--- src/rtl/failure_table_pkg.sv ---
// Shared Aho-Corasick definitions: automaton sizing defaults and the
// failure-table controller state encoding.
package failure_table_pkg;

  localparam int AC_STATE_W = 8;
  localparam int AC_DEPTH   = 32;

  localparam logic [1:0] FT_CLEAR = 2'd0;
  localparam logic [1:0] FT_RUN   = 2'd1;
  localparam logic [1:0] FT_DRAIN = 2'd2;

  // Index width for a table of the given depth, never narrower than one bit.
  function automatic int addr_w(input int depth);
    return (depth > 1) ? $clog2(depth) : 1;
  endfunction

endpackage

--- src/rtl/failure_rsp_fifo.sv ---
// Two-entry in-order response buffer; output data reads as zero while empty.
module failure_rsp_fifo #(
  parameter int WIDTH = 10
) (
  input  logic             CLK,
  input  logic             RST,
  input  logic             i_push,
  input  logic [WIDTH-1:0] i_data,
  input  logic             i_pop,
  output logic             o_valid,
  output logic [WIDTH-1:0] o_data,
  output logic [1:0]       o_count
);

  logic [WIDTH-1:0] r_mem [2];
  logic             r_wptr;
  logic             r_rptr;
  logic [1:0]       r_count;
  logic             w_do_push;
  logic             w_do_pop;

  assign w_do_pop  = i_pop && (r_count != 2'd0);
  assign w_do_push = i_push && (r_count != 2'd2);

  always_ff @(posedge CLK or negedge RST) begin
    if (!RST) begin
      r_wptr  <= 1'b0;
      r_rptr  <= 1'b0;
      r_count <= 2'd0;
    end else begin
      if (w_do_push) r_wptr <= ~r_wptr;
      if (w_do_pop)  r_rptr <= ~r_rptr;
      case ({w_do_push, w_do_pop})
        2'b10:   r_count <= r_count + 2'd1;
        2'b01:   r_count <= r_count - 2'd1;
        default: r_count <= r_count;
      endcase
    end
  end

  always_ff @(posedge CLK) begin
    if (w_do_push) r_mem[r_wptr] <= i_data;
  end

  assign o_valid = (r_count != 2'd0);
  assign o_data  = o_valid ? r_mem[r_rptr] : '0;
  assign o_count = r_count;

endmodule

--- src/rtl/failure_table.sv ---
// Aho-Corasick failure-link table: swept clear, write-first single-cycle
// lookup, and a two-deep response buffer for backpressure.
module failure_table
  import failure_table_pkg::*;
#(
  parameter int  STATE_W = AC_STATE_W,
  parameter int  DEPTH   = AC_DEPTH,
  localparam int ADDR_W  = addr_w(DEPTH)
) (
  input  logic               CLK,
  input  logic               RST,
  input  logic               clr,
  output logic               busy,
  input  logic               wr_en,
  input  logic [ADDR_W-1:0]  wr_addr,
  input  logic [STATE_W-1:0] wr_data,
  input  logic               req_valid,
  output logic               req_ready,
  input  logic [ADDR_W-1:0]  req_addr,
  output logic               rsp_valid,
  input  logic               rsp_ready,
  output logic [STATE_W-1:0] rsp_state,
  output logic               rsp_hit,
  output logic               rsp_err
);

  localparam logic [ADDR_W:0]   DEPTH_L = (ADDR_W+1)'(DEPTH);
  localparam logic [ADDR_W-1:0] LAST_L  = ADDR_W'(DEPTH - 1);

  logic [1:0]         r_state;
  logic [ADDR_W-1:0]  r_sweep;
  logic [STATE_W-1:0] r_mem [DEPTH];
  logic               r_vld [DEPTH];

  logic               w_req_fire;
  logic               w_req_oor;
  logic               w_wr_ok;
  logic [STATE_W-1:0] w_rd_state;
  logic               w_rd_hit;
  logic               w_rd_err;
  logic [1:0]         w_fifo_count;
  logic [STATE_W+1:0] w_fifo_out;

  assign w_req_oor  = ({1'b0, req_addr} >= DEPTH_L);
  assign w_wr_ok    = wr_en && (r_state == FT_RUN) && ({1'b0, wr_addr} < DEPTH_L);
  assign req_ready  = (r_state == FT_RUN) && (w_fifo_count < 2'd2);
  assign w_req_fire = req_valid && req_ready;
  assign busy       = (r_state != FT_RUN);

  always_ff @(posedge CLK or negedge RST) begin
    if (!RST) begin
      r_state <= FT_CLEAR;
      r_sweep <= '0;
    end else begin
      case (r_state)
        FT_CLEAR: begin
          if (r_sweep == LAST_L) begin
            r_sweep <= '0;
            r_state <= FT_RUN;
          end else begin
            r_sweep <= r_sweep + ADDR_W'(1);
          end
        end
        FT_RUN:   if (clr) r_state <= FT_DRAIN;
        // Lookups are pushed straight into the buffer, so an empty buffer means nothing is in flight.
        FT_DRAIN: if (w_fifo_count == 2'd0) r_state <= FT_CLEAR;
        default:  r_state <= FT_CLEAR;
      endcase
    end
  end

  always_ff @(posedge CLK) begin
    if (r_state == FT_CLEAR) begin
      r_mem[r_sweep] <= '0;
      r_vld[r_sweep] <= 1'b0;
    end else if (w_wr_ok) begin
      r_mem[wr_addr] <= wr_data;
      r_vld[wr_addr] <= 1'b1;
    end
  end

  // Same-cycle write to the looked-up entry wins over the stored copy.
  always_comb begin
    w_rd_state = '0;
    w_rd_hit   = 1'b0;
    w_rd_err   = 1'b0;
    if (w_req_oor) begin
      w_rd_err = 1'b1;
    end else if (w_wr_ok && (wr_addr == req_addr)) begin
      w_rd_state = wr_data;
      w_rd_hit   = 1'b1;
    end else begin
      w_rd_state = r_mem[req_addr];
      w_rd_hit   = r_vld[req_addr];
    end
  end

  failure_rsp_fifo #(
    .WIDTH(STATE_W + 2)
  ) u_rsp_fifo (
    .CLK    (CLK),
    .RST    (RST),
    .i_push (w_req_fire),
    .i_data ({w_rd_state, w_rd_hit, w_rd_err}),
    .i_pop  (rsp_ready),
    .o_valid(rsp_valid),
    .o_data (w_fifo_out),
    .o_count(w_fifo_count)
  );

  assign rsp_state = w_fifo_out[STATE_W+1:2];
  assign rsp_hit   = w_fifo_out[1];
  assign rsp_err   = w_fifo_out[0];

endmodule

--- config.mk ---
export PLATFORM = sky130hd
export DESIGN_NAME = failure_table
export DESIGN_NICKNAME = d
export VERILOG_FILES = /design/src/rtl/failure_table_pkg.sv /design/src/rtl/failure_rsp_fifo.sv /design/src/rtl/failure_table.sv
export SDC_FILE = /design/constraint.sdc
export NUM_CORES = 1
export LEC_CHECK = 0
export ABC_AREA = 1
export ABC_CLOCK_PERIOD_IN_PS = 1950
export CORE_MARGIN = 1
export CORE_UTILIZATION = 40
export DETAILED_ROUTE_END_ITERATION = 8
export SLEW_MARGIN = 15
export SYNTH_ARGS = -nofsm -noshare
export SYNTH_HDL_FRONTEND = slang
export SYNTH_SLANG_ARGS = --single-unit
export TNS_END_PERCENT = 30
--- constraint.sdc ---
create_clock -name CLK -period 1.95 [get_ports CLK]
set_clock_uncertainty 0.2 [all_clocks]
set_input_delay 0.585 -clock CLK [delete_from_list [all_inputs] [get_ports CLK]]
set_output_delay 0.585 -clock CLK [all_outputs]
set_load 0.03 [all_outputs]
; After elaboration in Yosys (flattened, before gate mapping)
; Memory sizes are Yosys's and may differ from the RTL's.
; Cells that the tools add are included.
[totals]
register_bits = 11
ramBits = 306
in_bits = 24
out_inout_bits = 13
wordCells = 60
mem_count = 3
[op_classes]
n_addsub = 3
n_lt_le_gt_ge = 1
n_eq_ne = 11
n_mux = 22
n_bitwise = 2
n_reduce_logical = 13
[mem_list]
columns = name, depth, width, read_ports, rd_ports_with_merged_regs, write_ports, line
row1 = r_mem, 32, 8, 1, 0, 1, failure_table.sv:32  ; logic [STATE_W-1:0] r_mem [DEPTH];
row2 = r_vld, 32, 1, 1, 0, 1, failure_table.sv:33  ; logic r_vld [DEPTH];
row3 = u_rsp_fifo.r_mem, 2, 9, 1, 0, 1, failure_rsp_fifo.sv:15  ; logic [WIDTH-1:0] r_mem [2];
[op_table]
columns = cell, count
row1 = $mux 8, 2
row2 = $mux 5, 3
row3 = $mux 1, 11
row4 = $mux 10, 1
row5 = $ne 2x2->1 const B, 4
row6 = $reduce_or 8->1, 1
row7 = $logic_and 1x1->1, 6
row8 = $mux 2, 3
row9 = $pmux 2 s3, 1
row10 = $add 5x1->5 const B, 1
row11 = $eq 5x5->1, 1
row12 = $eq 5x5->1 const B, 1
row13 = $eq 2x1->1 const B, 2
row14 = $eq 2x2->1 const B, 2
row15 = $logic_not 2->1, 2
row16 = $pmux 2 s2, 1
row17 = $reduce_bool 2->1, 2
row18 = $reduce_and 3->1, 1
row19 = $add 2x1->2 const B, 1
row20 = $lt 2x2->1 const B, 1
row21 = $ne 2x1->1 const B, 1
row22 = $not 1->1, 2
row23 = $sub 2x1->2 const B, 1
row24 = $reduce_or 1->1, 1

; Depth between registers and ports, before layout
; Gate-level depths: netlist of run 1.
[depth]
ltp_word = 7
ltp_mapped = 11
depth_no_buf = 9

; Hierarchy
; Synthesis of run 1 repeated with hierarchy kept, for this count alone.
[hier_totals]
hier_cells = 1325
hier_area_um2 = 13847.0
[by_module_without_submodules]
columns = module, n_inst, cells_per_inst, area_per_inst_um2, seq_area_each_um2
row1 = failure_table, 1, 1240, 12823.5, 8823.5
row2 = failure_rsp_fifo, 1, 85, 1023.5, 700.7

; Worst setup path before layout of run 1
; Ideal clock, no wire load.
[synth_timing]
kind = register to register
start = reg r_state[1]
end = mem u_rsp_fifo.r_mem[1][0] in the netlist's numbering (enable)
setup_time_ns = 0.374
arrival_ns = 1.862
required_time_ns = 1.376
path_slack_ns = -0.486
path_stages_with_launch = 6
path_buffers = 0
period_less_slack_ns = 2.436
path_cell_list = dfrtp_1 nor2_2 inv_1 nor2_1 nand2_1 nor2_1
[synth_between]
elab_chain_len = 6
[synth_rtl]
columns = element, line
row1 = "start, declared", failure_table.sv:30  ; logic [1:0] r_state;
row2 = "start signal, assigned", failure_table.sv:52  ; r_state <= FT_CLEAR;
row3 = "start signal, assigned", failure_table.sv:59  ; r_state <= FT_RUN;
row4 = "start signal, assigned", failure_table.sv:64  ; FT_RUN: if (clr) r_state <= FT_DRAIN;
row5 = $eq 2x1->1, failure_table.sv:46  ; assign req_ready = (r_state == FT_RUN) && (w_fifo_count < 2'd2);
row6 = $logic_and 1x1->1, failure_table.sv:46
row7 = named net req_ready, failure_table.sv:18  ; output logic req_ready,
row8 = $logic_and 1x1->1, failure_table.sv:47  ; assign w_req_fire = req_valid && req_ready;
row9 = $logic_and 1x1->1, failure_rsp_fifo.sv:23  ; assign w_do_push = i_push && (r_count != 2'd2);
row10 = $mux 1, failure_rsp_fifo.sv:42  ; if (w_do_push) r_mem[r_wptr] <= i_data;
row11 = $mux 1 (implied by the code), failure_rsp_fifo.sv:42
row12 = "end, declared", failure_rsp_fifo.sv:15
; The timed path passes the listed nets, and every way through them passes these cells.

; Final worst setup path of run 1
[layout_timing]
start = reg u_rsp_fifo.r_count[0] (netlist: u_rsp_fifo.o_count[0])
end = out rsp_state[2]
[layout_between]
elab_chain_len = 2
[layout_rtl]
columns = element, line
row1 = "start, declared", failure_rsp_fifo.sv:18  ; logic [1:0] r_count;
row2 = "start signal, assigned", failure_rsp_fifo.sv:34  ; 2'b10: r_count <= r_count + 2'd1;
row3 = "start signal, assigned", failure_rsp_fifo.sv:35  ; 2'b01: r_count <= r_count - 2'd1;
row4 = "start signal, assigned", failure_rsp_fifo.sv:36  ; default: r_count <= r_count;
row5 = $reduce_bool 2->1, failure_rsp_fifo.sv:45  ; assign o_valid = (r_count != 2'd0);
row6 = $mux 10, failure_rsp_fifo.sv:46  ; assign o_data = o_valid ? r_mem[r_rptr] : '0;
row7 = "end, declared", failure_table.sv:22  ; output logic [STATE_W-1:0] rsp_state,
; No other way between the ends.

==> results of run 1 <==
## state kept, by name, summed over array words and instances, names as in the netlist
register / cells
r_mem: 256
r_vld: 32
u_rsp_fifo.r_mem: 18
r_sweep: 5
r_state: 2
u_rsp_fifo.o_count: 2
u_rsp_fifo.r_rptr: 1
u_rsp_fifo.r_wptr: 1
## routing by layer
| layer | GRT usage [%] | share of wire, % |
|---|---|---|
| met1 | 28.38 | 44 |
| met4 | 6.589 | 3.0 |
| met3 | 2.702 | 6.2 |
| met2 | 33.58 | 47 |
| met5 | 0 | 0 |
## path summary, 6_finish.rpt
check,to,slack [ns],cells past startpoint
setup / recovery,rsp_state[2],-0.35,4
min in group CLK,r_sweep[4],0.41,2
hold / removal,r_sweep[1],0.12,2
hold reg to reg,r_sweep[4],0.41,2
max in group asynchronous,u_rsp_fifo.r_rptr,1.25,2
setup reg to reg,r_vld[20],-0.31,9
## cells in the mapped netlist, types with 5 or more instances
| cell type | count | area share [%] |
|---|---|---|
| nand2_1 | 476 | 13 |
| edfxtp_1 | 306 | 67 |
| nand3_1 | 174 | 6.4 |
| inv_1 | 99 | 2.7 |
| nor2_1 | 92 | 2.5 |
| buf_2 | 30 | 1.1 |
| o21ai_0 | 21 | 0.77 |
| a21oi_1 | 15 | 0.55 |
| clkbuf_1 | 15 | 0.41 |
| dfrtp_1 | 11 | 2.0 |
| buf_4 | 10 | 0.55 |
| buf_1 | 9 | 0.25 |
| nand3_2 | 5 | 0.37 |
| o21ai_2 | 5 | 0.32 |
## metrics by stage
stage / hold slack, ns / total power [mW] / std cells / util [%]
after global routing: 0.1195 / 21.37 / 1929 / 52.39
after CTS: 0.09959 / 19.96 / 1911 / 51.03
after floorplan: 0.08941 / 11.57 / 1302 / -
final: 0.1233 / 20.53 / 1929 / 52.39
after detailed placement: 0.3081 / 13.69 / 1835 / 46.83
after global placement: 0.3111 / 13.64 / 1835 / 46.83
## worst reg2reg max path, stage by stage, from the launching register on
cell,delay [ns]
dfrtp_1,0.41
nor2_4,0.19
buf_12,0.14
nand2_8,0.09
o21ai_4,0.20
inv_2,0.09
nor2_4,0.21
nand2_8,0.15
nor2_4,0.17
buf_12,0.14
## power breakdown
group	total (mW)	switching (mW)	internal, mW	leakage, nW
combinational	6.03	3.74	2.29	3.68
sequential	8.87	0.321	8.55	2.81
clock	5.63	2.46	3.17	0.471
## cell type report
| cell class | count | share of cell area, % |
|---|---|---|
| inverter | 105 | 2.309 |
| clock inverter | 21 | 0.9449 |
| tap | 448 | 3.183 |
| multi-input combinational | 827 | 24.17 |
| sequential | 317 | 53.75 |
| timing repair buffer | 176 | 11.15 |
| clock buffer | 35 | 4.490 |
## cells by family after synthesis
kind of cell / after synthesis / synth area share (%)
AO/OA/AOI/OAI: 53 / 2.205
flip-flops: 317 / 69.22
adder cells (fa/ha/maj): 3 / 0.2746
AND/OR/NAND/NOR: 753 / 22.68
buffers and inverters: 170 / 5.271
other: 1 / 0.02743
XOR/XNOR: 5 / 0.3204
## repair_timing
item                                    in CTS  in global routing
gates cloned                                11                 13
resized for setup                           87                 80
pin swaps                                   26                 53
hold endpoints to repair                     0                  0
endpoints found under the setup margin     318                530
buffers inserted                             9                  6
==> results_dict.tcl, run 1 <==
set metrics [dict create \
    dieArea_um2 34920 \
    worstPathRequired_ns 1.16 \
    place_area_um2 15740 \
    rsz0062_at_grt "true" \
    drt-total-wl_mm 36.50 \
    place_congestion 0.9224 \
    min_path_type "in -> async" \
    synth.distinct_cells 30 \
    fmax_mhz 434.4 \
    design_area_um2 17610 \
    drtIter0Drc 1059 \
    die_x_um 186.9 \
    grt-ovfl-total 0 \
    drive_above_1_share_pct 21.54 \
    period_needed_ns 2.302 \
    yosysSeqAreaShare_pct 69.22 \
    critical-path-top-delay-family "flip-flops" \
    post-route-drc-count 0 \
    fp.coreArea_um2 33620 \
    final_antenna_net_count 0 \
    timing.final.ws_setup_ns -0.3521 \
    numPortBuffers 35 \
    grtUsageTotal_pct 20.50 \
    num_antenna_cells 0 \
    fill_cells 2865 \
    fin_nets 1485 \
    hold_viol 0 \
    cts_tree "built" \
    status "complete, but fails checks" \
    critPathMaxFanout 5 \
    arrival_ns 1.52 \
    path_cells "nor2_4 -> buf_6 -> a21oi_1 -> buf_4" \
    grt_start_max_net_pins 58 \
    multi_input_area_um2 4257 \
    num_rows 67 \
    cap_violations 0 \
    p_leak_nw 6.961 \
    crit_type "reg -> out" \
    cp-end-kind "output pin" \
    timing.setup.tns_ns -80.35 \
    ir_drop_mv 0.7479 \
    cts-htree-levels 1 \
    ctsHoldBuffers 0 \
    postSynthAreaPerCell_um2 10.50 \
    dp_hpwl_mm 23.28 \
    wire_per_inst_um 18.92 \
    mostFrequentLayoutCells "nand2_1, edfxtp_1, nand3_1" \
    post-place-ws_ns -0.7822 \
    cts_sinks 317 \
    crit_buf_inv 2 \
    synthCells 1302 \
    clock_latency_ns 0.57 \
    cts_root_buf "clkbuf_16" \
    area_delta_synth_final_pct 28.81 \
    synth_ff_type "edfxtp_1" \
    fin_crit_sh_pct 118.1 \
    critical_path.max_stage_delay_ns 0.41 \
    synth-seq-cells 317 \
    via_per_inst 5.054 \
    synth_area_um2 13670 \
    yosys_warnings 0 \
    grt_pass1_vias 9388 \
    first_pass_iters 7 \
    path_clk_slew_ns 0.07 \
    violations "negative setup slack" \
    start_kind "register" \
    drv_slew 0 \
    antenna_found_initial 0 \
    setup_viol 409 \
    r2r_start "r_state[1]" \
    die_y_um 186.9 \
    numCtsBuffers 31 \
    via_count 9749 \
    syn_nets 1329 \
    initial_core_util_pct 40.67 \
    seqCellArea_um2 9465 \
    ios 37 \
    setup.worst_path.start "u_rsp_fifo.o_count[0]" \
    crit_slowest_cell "dfrtp_1" \
    power.density_nw_per_um2 1166 \
    synth-edff-count 306 \
    ctsLongestPathBuffers 3 \
    async_flop_share_pct 3.470 \
    grt_pass1_wl_mm 54.50 \
    layout_commonest_cell "nand2_1" \
]
(Power assumes the default switching activity.)
==> run 2, diff against run 1 <==
Settings changed: ABC_AREA 1 to unset, REMOVE_ABC_BUFFERS set to 1.
==> results_dict.tcl, run 2 <==
set metrics [dict create \
    status "complete, but fails checks" \
    violations "negative setup slack" \
    multi_input_area_um2 3906 \
    timing.final.ws_setup_ns -0.3717 \
    ctsLongestPathBuffers 3 \
    grt_pass1_vias 8025 \
    yosys.area.top_type "edfxtp_1" \
    reg_top3 "r_mem x256, r_vld x32, u_rsp_fifo.r_mem x18" \
    synthCells 713 \
    seqCellArea_um2 9465 \
    ios 37 \
    num_antenna_cells 0 \
    yosysSeqAreaShare_pct 72.73 \
    numPortBuffers 35 \
    crit_path_frequent_cell "buf_6" \
    postSynthAreaPerCell_um2 18.25 \
    critical_path.max_stage_delay_ns 0.40 \
    synth-edff-count 306 \
    crit_slowest_cell "dfrtp_1" \
    synth-seq-cells 317 \
    grt_start_max_net_pins 33 \
    place_congestion 0.9065 \
    dieArea_um2 33260 \
    slew_headroom_pct 65.88 \
    mostFrequentLayoutCells "edfxtp_1, buf_4, buf_6" \
    yosysMostFrequentCell "edfxtp_1" \
    period_needed_ns 2.322 \
    synth_top_area_share_pct 70.62 \
    drtIter0Drc 630 \
    via_per_inst 5.470 \
    yosys_warnings 0 \
    drv_slew 0 \
    grt-ovfl-total 0 \
    cap_violations 0 \
    worst_pin_slew_ns 0.5102 \
    die_y_um 182.4 \
    synth.distinct_cells 61 \
    clock_latency_ns 0.51 \
    rsz0062_at_grt "true" \
    place_area_um2 14900 \
    ctsHoldBuffers 0 \
    drt-total-wl_mm 34.48 \
    grtUsageTotal_pct 20.96 \
    cts-htree-levels 2 \
    first_pass_iters 7 \
    cts_root_buf "clkbuf_16" \
    async_flop_share_pct 3.470 \
    start_kind "register" \
    cts_sinks 317 \
    antenna_found_initial 0 \
    ir_drop_mv 0.5882 \
    wire_per_inst_um 24.64 \
    fill_cells 2382 \
    die_x_um 182.4 \
    final_antenna_net_count 0 \
    post-place-ws_ns -1.134 \
    hold_viol 0 \
    area_delta_synth_final_pct 34.70 \
    synth_area_um2 13010 \
    initial_core_util_pct 40.92 \
    dp_hpwl_mm 21.12 \
    cp-end-kind "register" \
    path_cells "nand3b_1 -> buf_6 -> buf_4 -> mux2i_2 -> nand2_1 -> buf_6 -> nor2_4 -> clkbuf_4" \
    power.density_nw_per_um2 1140 \
    worstPathRequired_ns 1.97 \
    synth_common_cells "edfxtp_1, mux2i_1, nor2_1, nand2_1, mux4_2" \
    setup_viol 574 \
    layout_commonest_cell "edfxtp_1" \
    fp.coreArea_um2 31800 \
    via_count 7653 \
    largest_register_ffs 256 \
    grt_pass1_wl_mm 50.55 \
    fin_util_pct 55.12 \
    critPathMaxFanout 8 \
    cts_tree "built" \
    report.power.total_mw 19.97 \
    fin_crit_sh_pct 119.1 \
    min_path_type "in -> async" \
    fin_nets 968 \
    post-route-drc-count 0 \
    synth_ff_type "edfxtp_1" \
    synth_area_leaders "edfxtp_1, mux4_2, mux2i_1, mux4_1, dfrtp_1" \
    drive_above_1_share_pct 42.32 \
    path_clk_slew_ns 0.06 \
    regMostFlops "r_mem" \
    fmax_mhz 430.7 \
    num_rows 65 \
    numCtsBuffers 34 \
    p_leak_nw 6.341 \
    design_area_um2 17530 \
    arrival_ns 2.34 \
    crit_type "reg -> reg" \
]
## run 2: critical path, delay by kind of cell (launching register included)
family | cells | cell delay [ns]
DFF | 1 | 0.40
muxes | 1 | 0.20
and+or+nand+nor | 3 | 0.52
buffers and inverters | 4 | 0.72
## run 2: worst paths after layout
| check | from | endpoint | slack [ns] | cells after the start |
|---|---|---|---|---|
| max reg2reg | r_state[1] | r_vld[8] | -0.37 | 8 |
| min reg2reg | u_rsp_fifo.r_wptr | u_rsp_fifo.r_wptr | 0.31 | 1 |
| max in group asynchronous | RST | r_state[0] | 0.95 | 1 |
| min | RST | u_rsp_fifo.o_count[0] | 0.23 | 1 |
| min in group CLK | u_rsp_fifo.r_wptr | u_rsp_fifo.r_wptr | 0.31 | 1 |
| max | r_state[1] | r_vld[8] | -0.37 | 8 |
## run 2: where the power goes
part / switching [mW] / internal (mW) / total, mW
clock: 2.48 / 3.95 / 6.43
combinational: 2.83 / 2.05 / 4.88
sequential: 0.313 / 8.36 / 8.67
## run 2: per-stage QoR
step           std cells  hold slack [ns]  setup TNS [ns]
6_report            1399           0.2285          -91.53
5_1_grt             1399           0.2538         -112.82
4_1_cts             1387           0.2305          -70.71
3_5_place_dp        1291           0.2924         -490.08
3_3_place_gp        1291           0.2850         -439.65
2_1_floorplan        677          0.08941         -403.67
## run 2: repair_timing
action / 4_1_cts / 5_1_grt
resized for setup: 263 / 46
gates cloned: 16 / 6
buffers inserted: 23 / 7
pin swaps: 42 / 29
setup endpoints to repair: 575 / 585
## run 2: cell type report
class / count / area share (%)
Timing Repair Buffer: 227 / 14.05
Clock inverter: 15 / 1.149
Clock buffer: 44 / 5.190
Multi-Input combinational cell: 355 / 22.29
Timing Repair inverter: 1 / 0.06424
Sequential cell: 317 / 54.00
Tap cell: 435 / 3.105
Inverter: 5 / 0.1570
## run 2: logic make-up after synthesis
kind of cell	Yosys count	synth area share, %
compound gates	79	4.202
xor+xnor	10	0.6730
fa+ha+maj	3	0.2885
buf+inv	41	2.625
flops	317	72.73
mux	115	14.24
other cells	1	0.02882
simple gates	147	5.212
## run 2: metal layers
layer | global-route usage, % | vias to the layer above | part of all wire [%]
li1 | - | 3320 | -
met1 | 27.84 | 3928 | 41
met2 | 34.70 | 310 | 48
met3 | 3.213 | 95 | 6.1
met4 | 8.336 | 0 | 4.4
met5 | 0 | - | 0
